## src/rtl/oam_dma_arbiter.sv

```systemverilog
// oam_dma_arbiter: owns the CPU memory bus and shares it between the 6502 core and the sprite (OAM) DMA engine.
// Latency: IDLE is a combinational pass-through. A transfer stalls the core for 513 ce-cycles, or 514 when an
//   ALIGN cycle is needed, counted from the cycle after the trigger write.
// Backpressure: the core is stalled by pulling cpu_ce low. All state advances only on ce=1, and the memory side
//   must qualify strobes with ce.
//
// Ports:
//   clk, reset            single clock; synchronous active-high reset
//   ce                    global clock enable
//   cpu_aout/dout/mr/mw   bus request from the CPU core
//   cpu_ce                clock enable back to the CPU core (low while DMA owns the bus)
//   mem_addr/dout/mr/mw   shared system bus; mem_din is same-cycle read data
//   dma_busy              high whenever the arbiter is not in IDLE
// Optional build macro DMC_DMA_EN adds the DMC sample-fetch steal: dmc_req, dmc_addr, dmc_ack, dmc_data.

module oam_dma_arbiter #(
    parameter logic [15:0] TRIGGER_ADDR  = 16'h4014,
    parameter logic [15:0] OAM_PORT_ADDR = 16'h2004,
    parameter int          XFER_LEN      = 256      // byte index is 8 bits wide, so this must stay 256
) (
    input  logic        clk,
    input  logic        reset,
    input  logic        ce,
    input  logic [15:0] cpu_aout,
    input  logic [7:0]  cpu_dout,
    input  logic        cpu_mr,
    input  logic        cpu_mw,
    output logic        cpu_ce,
    output logic [15:0] mem_addr,
    output logic [7:0]  mem_dout,
    input  logic [7:0]  mem_din,
    output logic        mem_mr,
    output logic        mem_mw,
    output logic        dma_busy
`ifdef DMC_DMA_EN
    ,
    input  logic        dmc_req,
    input  logic [15:0] dmc_addr,
    output logic        dmc_ack,
    output logic [7:0]  dmc_data
`endif
);

    localparam logic [7:0] LAST_IDX = 8'(XFER_LEN - 1);

`ifdef DMC_DMA_EN
    // DHALT/DREAD: steal started from IDLE. DSKIP: idle put cycle after a DMC read
    // that displaced an OAM read slot.
    typedef enum logic [2:0] {
        IDLE, HALT, ALIGN, READ, WRITE, DHALT, DREAD, DSKIP
    } state_t;
`else
    typedef enum logic [2:0] {
        IDLE, HALT, ALIGN, READ, WRITE
    } state_t;
`endif

    state_t     state;
    state_t     state_nxt;
    logic       parity;     // 0 = get cycle, 1 = put cycle
    logic [7:0] page;
    logic [7:0] idx;
    logic [7:0] data;

    logic       trig;       // trigger write seen in IDLE
    logic       data_ld;    // capture OAM read byte
    logic       idx_inc;    // OAM write completed
`ifdef DMC_DMA_EN
    logic       dmc_rd;     // DMC read on the bus this cycle
`endif

    // ------------------------------------------------------------------
    // Next state and bus decode
    // ------------------------------------------------------------------
    always_comb begin
        state_nxt = state;
        cpu_ce    = 1'b0;
        dma_busy  = 1'b1;
        mem_addr  = cpu_aout;
        mem_dout  = cpu_dout;
        mem_mr    = 1'b0;
        mem_mw    = 1'b0;
        trig      = 1'b0;
        data_ld   = 1'b0;
        idx_inc   = 1'b0;
`ifdef DMC_DMA_EN
        dmc_rd    = 1'b0;
`endif

        case (state)
            IDLE: begin
                // Transparent: the trigger write itself also reaches memory.
                cpu_ce   = ce;
                dma_busy = 1'b0;
                mem_mr   = cpu_mr;
                mem_mw   = cpu_mw;
                if (cpu_mw && (cpu_aout == TRIGGER_ADDR)) begin
                    trig      = 1'b1;
                    state_nxt = HALT;
                end
`ifdef DMC_DMA_EN
                else if (dmc_req) begin
                    state_nxt = DHALT;
                end
`endif
            end

            // A halt on a put cycle leads straight into a get; otherwise one
            // extra ALIGN cycle pushes READ onto a get.
            HALT:  state_nxt = parity ? READ : ALIGN;

            ALIGN: state_nxt = READ;

            READ: begin
`ifdef DMC_DMA_EN
                if (dmc_req) begin
                    // DMC takes this get slot; the same idx is retried two cycles later.
                    mem_addr  = dmc_addr;
                    mem_mr    = 1'b1;
                    dmc_rd    = 1'b1;
                    state_nxt = DSKIP;
                end else
`endif
                begin
                    mem_addr  = {page, idx};
                    mem_mr    = 1'b1;
                    data_ld   = 1'b1;
                    state_nxt = WRITE;
                end
            end

            WRITE: begin
                mem_addr  = OAM_PORT_ADDR;
                mem_dout  = data;
                mem_mw    = 1'b1;
                idx_inc   = 1'b1;
                state_nxt = (idx == LAST_IDX) ? IDLE : READ;
            end

`ifdef DMC_DMA_EN
            DHALT: state_nxt = DREAD;

            DREAD: begin
                mem_addr  = dmc_addr;
                mem_mr    = 1'b1;
                dmc_rd    = 1'b1;
                state_nxt = IDLE;
            end

            DSKIP: state_nxt = READ;
`endif

            default: state_nxt = IDLE;
        endcase
    end

    // ------------------------------------------------------------------
    // Registers; everything holds while ce=0
    // ------------------------------------------------------------------
    always_ff @(posedge clk) begin
        if (reset) begin
            state  <= IDLE;
            parity <= 1'b0;
            page   <= 8'h00;
            idx    <= 8'h00;
            data   <= 8'h00;
        end else if (ce) begin
            state  <= state_nxt;
            parity <= ~parity;
            if (trig) begin
                page <= cpu_dout;
                idx  <= 8'h00;
            end
            if (data_ld) begin
                data <= mem_din;
            end
            if (idx_inc) begin
                idx <= idx + 8'h01;   // wraps to 0 after the last byte
            end
        end
    end

`ifdef DMC_DMA_EN
    // Acknowledge is a one-ce-cycle pulse following the DMC read.
    always_ff @(posedge clk) begin
        if (reset) begin
            dmc_ack  <= 1'b0;
            dmc_data <= 8'h00;
        end else if (ce) begin
            dmc_ack <= dmc_rd;
            if (dmc_rd) begin
                dmc_data <= mem_din;
            end
        end
    end
`endif

endmodule

```

## config.mk

```make
export PLATFORM = sky130hd
export DESIGN_NAME = oam_dma_arbiter
export DESIGN_NICKNAME = d
export VERILOG_FILES = /design/src/rtl/oam_dma_arbiter.sv
export SDC_FILE = /design/constraint.sdc
export NUM_CORES = 1
export LEC_CHECK = 0
export ABC_AREA = 1
export BUFFER_PORTS_ARGS = -buffer_cell sky130_fd_sc_hd__buf_4
export CAP_MARGIN = 20
export CORE_AREA = 2 2 66 74
export CTS_BUF_LIST = sky130_fd_sc_hd__clkbuf_8
export DETAILED_ROUTE_END_ITERATION = 10
export DIE_AREA = 0 0 68 76
export PLACE_DENSITY = 0.7
export SLEW_MARGIN = 15
export SYNTH_ARGS = -nofsm -noshare
export SYNTH_HDL_FRONTEND = slang
export SYNTH_SLANG_ARGS = --single-unit
```

## constraint.sdc

```tcl
create_clock -name clk -period 1.55 [get_ports clk]
set_input_delay 0.155 -clock clk [delete_from_list [all_inputs] [get_ports clk]]
set_output_delay 0.155 -clock clk [all_outputs]
set_load 0.01 [all_outputs]
```

==> impl_summary.log, run 1 <==
INFO  metric power.share.switching = between 20 and 25%
INFO  metric detailedRoute.firstPassIterationCount = 4
INFO  metric cts_inserted_buffers = 3
INFO  metric setup-tns-final = -0.00373 ns
INFO  metric row_count = 26
INFO  metric hold_buffers = 0
INFO  metric routedWlPerCell = around 12 um
INFO  metric met2RoutedLength = 2350 um
INFO  metric clkSlewWorstSetupHoldPaths = approximately 0.1 ns
INFO  metric floorplan.die.height = about 76 um
INFO  metric holdCritStartpoint = reset
INFO  metric fillcell_total = 460
INFO  metric synth.most_common_cell = nand2_1
INFO  metric muxShareOfSynthArea = 0%
INFO  metric synth_top_family_by_area = simple AND/OR/NAND/NOR gates
INFO  metric cellInternalPower = approximately 1.2 mW
INFO  metric max_clock_freq = 644 MHz
INFO  metric synth_common_cells = nand2_1 (57), inv_1 (40), a21oi_1 (29), o21ai_0 (29), dfxtp_1 (28)
INFO  metric synth_enable_flop_cells = 0
INFO  metric globalRoute.totalOverflow = 0
INFO  metric reg2reg_setup_slack = between 0.1 and 0.15 ns
INFO  metric path_class = flip-flop to output pin
INFO  metric route.detailed.drc = 0
INFO  metric dr_total_vias = 1913
INFO  metric grt_pass1_vias = between 1500 and 2000
INFO  metric netlist_instances = around 270
INFO  metric grt_first_pass_wirelength = ~8000 um
INFO  metric finalWorstPathRequiredPeriod = about 1.6 ns
INFO  metric p_per_area = ~640 nW/um^2
INFO  metric arrival = 1.40 ns
INFO  metric die_span_x = 68 um
INFO  metric synth_top_cells_by_area = dfxtp_1 (33%), nand2_1 (13%), inv_1 (8.8%), a21oi_1 (8.5%), o21ai_0 (8.5%)
INFO  metric timing.max_slew.rel_slack = between 80 and 90%
INFO  metric pin_count_of_the_biggest_net_entering_global_routing = 18
INFO  metric finalHoldViolations = 0
INFO  metric mappedNetlistArea = roughly 1700 sq um
INFO  metric wl_met3 = ~260 um
INFO  metric grt_antenna_before_repair = 0
INFO  metric status = complete, but fails checks
INFO  metric postSynth.topFlopCell = dfxtp_1
INFO  metric hold_depth = 2
INFO  metric die_area = a little over 5000 sq um
INFO  metric clock_net_sink_count = 28
INFO  metric fin_skew = approximately 0.0049 ns
INFO  metric max_cap_violations = 0
INFO  metric cp-start-kind = flip-flop
INFO  metric grt_util_all_layers = between 10% and 20%
INFO  metric combinationalPowerShare = between 10% and 20%
INFO  metric clockRootBuffer = clkbuf_8
INFO  metric wl = ~4900 um
INFO  metric synth_compound_area_share = 21.3%
INFO  metric clock_power_share = a little under two fifths
INFO  metric area_share_of_fa_ha_maj_cells_after_synthesis = 0.731%
INFO  metric ff2ff_path_depth = 8
INFO  metric seq_power_share = between 40% and 50%
INFO  metric top_level_ports = between 60 and 70
INFO  metric violations = setup timing
INFO  metric irDropWorstVdd = 434 uV
INFO  metric tritoncts_clock_tree = yes
INFO  metric postSynthAreaPerCell = roughly 6.4 sq um
INFO  metric fin_crit_share = 100%
INFO  metric parity_gate_share_of_the_synthesized_area_counting_xor_and_xnor_cells = 0.512%
INFO  metric crit_reg_reg_startpoint = idx[0]
INFO  metric dpl.hpwl = 3770 um
INFO  metric r2r-end = state[0]
INFO  metric setup_viol = 1
INFO  metric critical_path_peak_fanout = 4
INFO  metric critPathCaptureType = output pin
INFO  metric final_nets = about 380
INFO  metric core_area = between 4000 and 5000 sq um
INFO  metric p_sw = roughly 360 uW
INFO  metric routed_via_density = roughly 4.8
INFO  metric fraction_of_final_layout_cells_sized_beyond_drive_strength_1 = roughly a third
INFO  metric whs_endpoint = state[2]
INFO  metric worst_slack = -0.00373 ns
INFO  metric yosys.cell_types.count = 27
INFO  metric worstHoldPathType = input pin to flip-flop
INFO  metric hold_slack = 0.0653 ns
INFO  metric num_antenna_cells = 0
INFO  metric final_antenna_net_count = 0
INFO  metric timing.critical_path.required = approximately 1.4 ns
INFO  metric place.gp.congestion = 0.864
INFO  metric final-max-slew-violation-count = 0
INFO  metric grt_setup_unrepaired = true
INFO  metric highest_layer = met4
INFO  metric worst-slew-pin-transition = ~0.29 ns
INFO  metric synth_top_area_share = 32.7%
INFO  metric static-leakage-power = ~1.1 nW
INFO  metric yosys_register_bits = 28
INFO  metric start_util = about two fifths
INFO  metric ys_warn_count = 0
INFO  metric simple_gate_portion_of_the_synthesized_area = between 30 and 40%
INFO  metric numPortBuffers = 64
INFO  metric async_flop_share = 0%
INFO  metric yosysSeqAreaShare = 32.7%
INFO  metric synth_fp_nets = slightly above 300
INFO  metric synthToLayoutAreaGrowth = 41.9%
INFO  metric drt_iter0_markers = 39
INFO  metric clk_latency = approximately 0.28 ns
INFO  metric met1Wirelength = ~2200 um
INFO  metric ctsLongestPathBuffers = 2
INFO  metric post-synth-top-area-cell = dfxtp_1
INFO  metric h_tree_depth = 1
==> per-stage QoR <==
step / cell area [sq um] / setup WS (ns) / util, % / instances / power (mW)
after floorplan: 1710 / 0.208 / - / 267 / 0.829
after global placement: 2280 / 0.150 / 50.7 / 389 / 0.985
after detailed placement: 2280 / 0.123 / 50.7 / 389 / 0.986
after CTS: 2410 / -0.0203 / 53.8 / 398 / 1.57
after global routing: 2430 / -0.0811 / 54.1 / 399 / 1.63
final: 2430 / -0.00373 / 54.1 / 399 / 1.56
==> cell usage in the layout (no fill, tap or decap), types with 2 or more instances in the layout <==
cell type	instances
clkbuf_8	3
nand2_1	56
nor2_4	4
dfxtp_1	25
inv_4	3
buf_4	80
a21oi_1	29
nand3_1	18
o21ai_2	2
o21ai_0	19
dfxtp_4	2
o21ai_1	15
nand2_4	2
o22ai_1	4
nand2_2	3
inv_1	40
nor2_1	23
nor2_2	3
==> timing repair <==
action,in CTS,in global routing
cloned,0,1
buffers inserted,5,0
gates resized for setup,10,15
setup endpoints to repair,26,25
pin swaps,2,2
endpoints found under the hold margin,0,0
==> worst max-delay path, cell delays in order (launching register included) <==
cell and delay [ns]:
dfxtp_4 0.38, nand2_2 0.08, nor2_4 0.17, nor2_4 0.07
buf_4 0.15, nand2_1 0.05, o21ai_0 0.07, buf_4 0.14
==> final cells by class <==
class | instances | area [sq um] | share of cell area [%]
multi-input combinational | 186 | 933 | 38.4
timing repair buffer | 81 | 612 | 25.2
sequential | 28 | 569 | 23.4
inverter | 44 | 173 | 7.11
tap | 56 | 70.1 | 2.89
clock buffer | 3 | 41.3 | 1.70
clock inverter | 1 | 30.0 | 1.24
==> cell families after synthesis <==
| kind of cell | Yosys count |
|---|---|
| XOR/XNOR | 1 |
| adder cells (fa/ha/maj) | 1 |
| AO/OA/AOI/OAI | 70 |
| flip-flops | 28 |
| buffers and inverters | 53 |
| AND/OR/NAND/NOR | 114 |
==> flip-flops by register name (all words and copies together) (netlist names) <==
name    count
data        8
idx         8
page        8
parity      1
state       3
==> worst max path at each step <==
stage / cells after the start / slack, ns / end / startpoint
after floorplan: 5 / 0.21 / mem_addr[10] / state[0]
after global placement: 7 / 0.15 / mem_addr[13] / state[1]
after detailed placement: 8 / 0.12 / mem_addr[0] / state[1]
after CTS: 5 / -0.02 / mem_addr[10] / state[1]
after global routing: 7 / -0.08 / mem_addr[1] / state[1]
final: 7 / -0.004 / mem_addr[1] / state[1]
==> power by group through the flow <==
stage                     Combinational [mW]  Sequential, mW  Clock, mW
after floorplan                       0.0906           0.738          0
after global placement                 0.247           0.738          0
after detailed placement               0.248           0.738          0
after CTS                              0.250           0.718      0.602
after global routing                   0.276           0.718      0.633
final                                  0.250           0.718      0.593
==> metal layers <==
layer | GRT usage [%] | up-vias
met1 | 24.3 | 856
met2 | 32.9 | 47
met5 | 0 | -
li1 | - | 1004
met3 | 3.55 | 6
met4 | 7.00 | 0
(Power assumes the default switching activity.)
==> inputs of run 2 (changes only) <==
--- a/config.mk
+++ b/config.mk
@@ -13,6 +13,7 @@
 export DETAILED_ROUTE_END_ITERATION = 10
 export DIE_AREA = 0 0 68 76
 export PLACE_DENSITY = 0.7
+export REMOVE_ABC_BUFFERS = 1
 export SLEW_MARGIN = 15
 export SYNTH_ARGS = -nofsm -noshare
 export SYNTH_HDL_FRONTEND = slang
==> run 2 against run 1 <==
  * The flow now finishes without violations
  * Sequential power barely moved
  * Power decreased by 7.6%
  * Routed wire length down 3.7%
  * Register-to-register slack got worse by 0.05 ns
  * Global-route usage decreased by 0.65 points
  * Clock skew down 0.0031 ns
  * Sequential cell count did not move
  * First-iteration DRC count increased by 87%
  * Final area shrank 0.62%
  * Largest cell class unchanged
  * Largest power group unchanged
==> impl_summary.log, run 2 (synthesis gave the netlist of run 1 again) <==
INFO  metric status = completed
INFO  metric arrival = between 1 and 1.5 ns
INFO  metric power_after_layout = roughly 1.4 mW
INFO  metric row_count = 26
INFO  metric layout.cells.most_common = buf_4
INFO  metric h_tree_depth = 1
INFO  metric routed_via_density = just under 5
INFO  metric final_nets = 380
INFO  metric static-leakage-power = approximately 1.1 nW
INFO  metric setup-tns-final = 0 ns
INFO  metric clockRootBuffer = clkbuf_8
INFO  metric critical_path_peak_fanout = 7
INFO  metric fraction_of_final_layout_cells_sized_beyond_drive_strength_1 = around 33%
INFO  metric p_per_area = between 500 and 600 nW/um^2
INFO  metric timing.max_slew.rel_slack = ~76%
INFO  metric max_cap_violations = 0
INFO  metric detailed_place.area = about 2300 sq um
INFO  metric worst_slack_at_placement = 0.0960 ns
INFO  metric max_clock_freq = approximately 650 MHz
INFO  metric setup_viol = 0
INFO  metric grt_setup_unrepaired = true
INFO  metric die_area = 5170 sq um
INFO  metric numPortBuffers = 64
INFO  metric largestRegisters = data: 8 flops, idx: 8 flops, page: 8 flops
INFO  metric num_antenna_cells = 0
INFO  metric place.gp.congestion = about 0.75
INFO  metric finalHoldViolations = 0
INFO  metric cp-start-kind = flip-flop
INFO  metric finalWorstPathRequiredPeriod = ~1.5 ns
INFO  metric drt_iter0_markers = 73
INFO  metric final-max-slew-violation-count = 0
INFO  metric wl = roughly 4700 um
INFO  metric grt_first_pass_wirelength = between 7000 and 8000 um
INFO  metric grt_pass1_vias = around 1800
INFO  metric final_instance_area = 2410 sq um
INFO  metric ctsLongestPathBuffers = 2
INFO  metric dr_total_vias = just under 2000
INFO  metric worstHoldPathType = input pin to flip-flop
INFO  metric die_span_x = 68 um
INFO  metric globalRoute.totalOverflow = 0
INFO  metric worst_slack = ~0.0010 ns
INFO  metric routedWlPerCell = about 12 um
INFO  metric synthToLayoutAreaGrowth = 41.0%
INFO  metric clock_net_sink_count = 28
INFO  metric tritoncts_clock_tree = yes
INFO  metric fin_crit_share = about 100%
INFO  metric dpl.hpwl = 3600 um
INFO  metric top_level_ports = 65
INFO  metric route.detailed.drc = 0
INFO  metric clk_latency = approximately 0.28 ns
INFO  metric floorplan.die.height = 76 um
INFO  metric final_antenna_net_count = 0
INFO  metric irDropWorstVdd = approximately 460 uV
INFO  metric critPathCaptureType = output pin
INFO  metric hold_slack = between 0.06 and 0.07 ns
INFO  metric cts_inserted_buffers = 3
INFO  metric detailedRoute.firstPassIterationCount = 4
INFO  metric pin_count_of_the_biggest_net_entering_global_routing = 21
INFO  metric clkSlewWorstSetupHoldPaths = ~0.1 ns
INFO  metric layout.cells.most_common_list = buf_4 (78), nand2_1 (56), inv_1 (40), a21oi_1 (28), dfxtp_1 (25)
INFO  metric timing.critical_path.required = 1.39 ns
INFO  metric grt_antenna_before_repair = 0
INFO  metric start_util = 38.1%
INFO  metric core_area = 4490 sq um
INFO  metric fin_skew = 0.00188 ns
INFO  metric worst-slew-pin-transition = roughly 0.36 ns
INFO  metric grt_util_all_layers = 18.9%
INFO  metric path_class = flip-flop to output pin
[run 2: cell count changes in the layout (fill, tap and decap cells not counted), sizes merged]
cell | before | now
buf | 81 | 79
bufinv | 1 | 0
clkbuf | 3 | 4
[run 2: final cells by class]
type	count	area, sq um
Clock buffer	4	55.1
Fill cell	461	2080
Inverter	44	170
Multi-Input combinational cell	186	952
Sequential cell	28	569
Tap cell	56	70.1
Timing Repair Buffer	79	597
[run 2: worst paths after layout]
kind             endpoint      from  slack, ns  cells after the start
min              state[1]     reset       0.06                      2
max reg2reg        idx[1]  state[0]       0.08                      6
min reg2reg       page[1]   page[1]       0.45                      2
max          mem_addr[13]  state[1]      0.001                      8
[run 2: power breakdown]
part | switching (mW) | internal (mW) | total [mW]
logic | 0.114 | 0.138 | 0.251
clock network | 0.244 | 0.228 | 0.473
registers | 0.000424 | 0.717 | 0.718
[run 2: what timing repair did]
item                                    in CTS  in global routing
gates resized for setup                     10                 20
endpoints found under the hold margin        0                  0
endpoints found under the setup margin      25                 25
pin swaps                                    2                  1
buffers inserted                             5                  1
hold buffers                                 0                  0
[run 2: worst max-delay path, stage by stage, from the launching register on]
cell     delay [ns]
dfxtp_4        0.38
nor2_4         0.13
nand2_2        0.07
inv_2          0.08
nor2_4         0.05
inv_4          0.10
nor2_4         0.04
a21oi_2        0.12
buf_4          0.14
[run 2: per-layer routing]
layer  vias up  wire length [um]  track usage [%]
met5         -                 0                0
met4         0                72             6.60
met3         5               204             2.07
met2        46              2370             33.3
met1       869              2060             23.0
li1       1002                 -                -
[run 2: stage by stage]
stage,instances,util (%)
global placement,387,50.4
detailed placement,387,50.4
CTS,396,52.9
floorplan,258,-
global route,397,53.8
finish,397,53.8
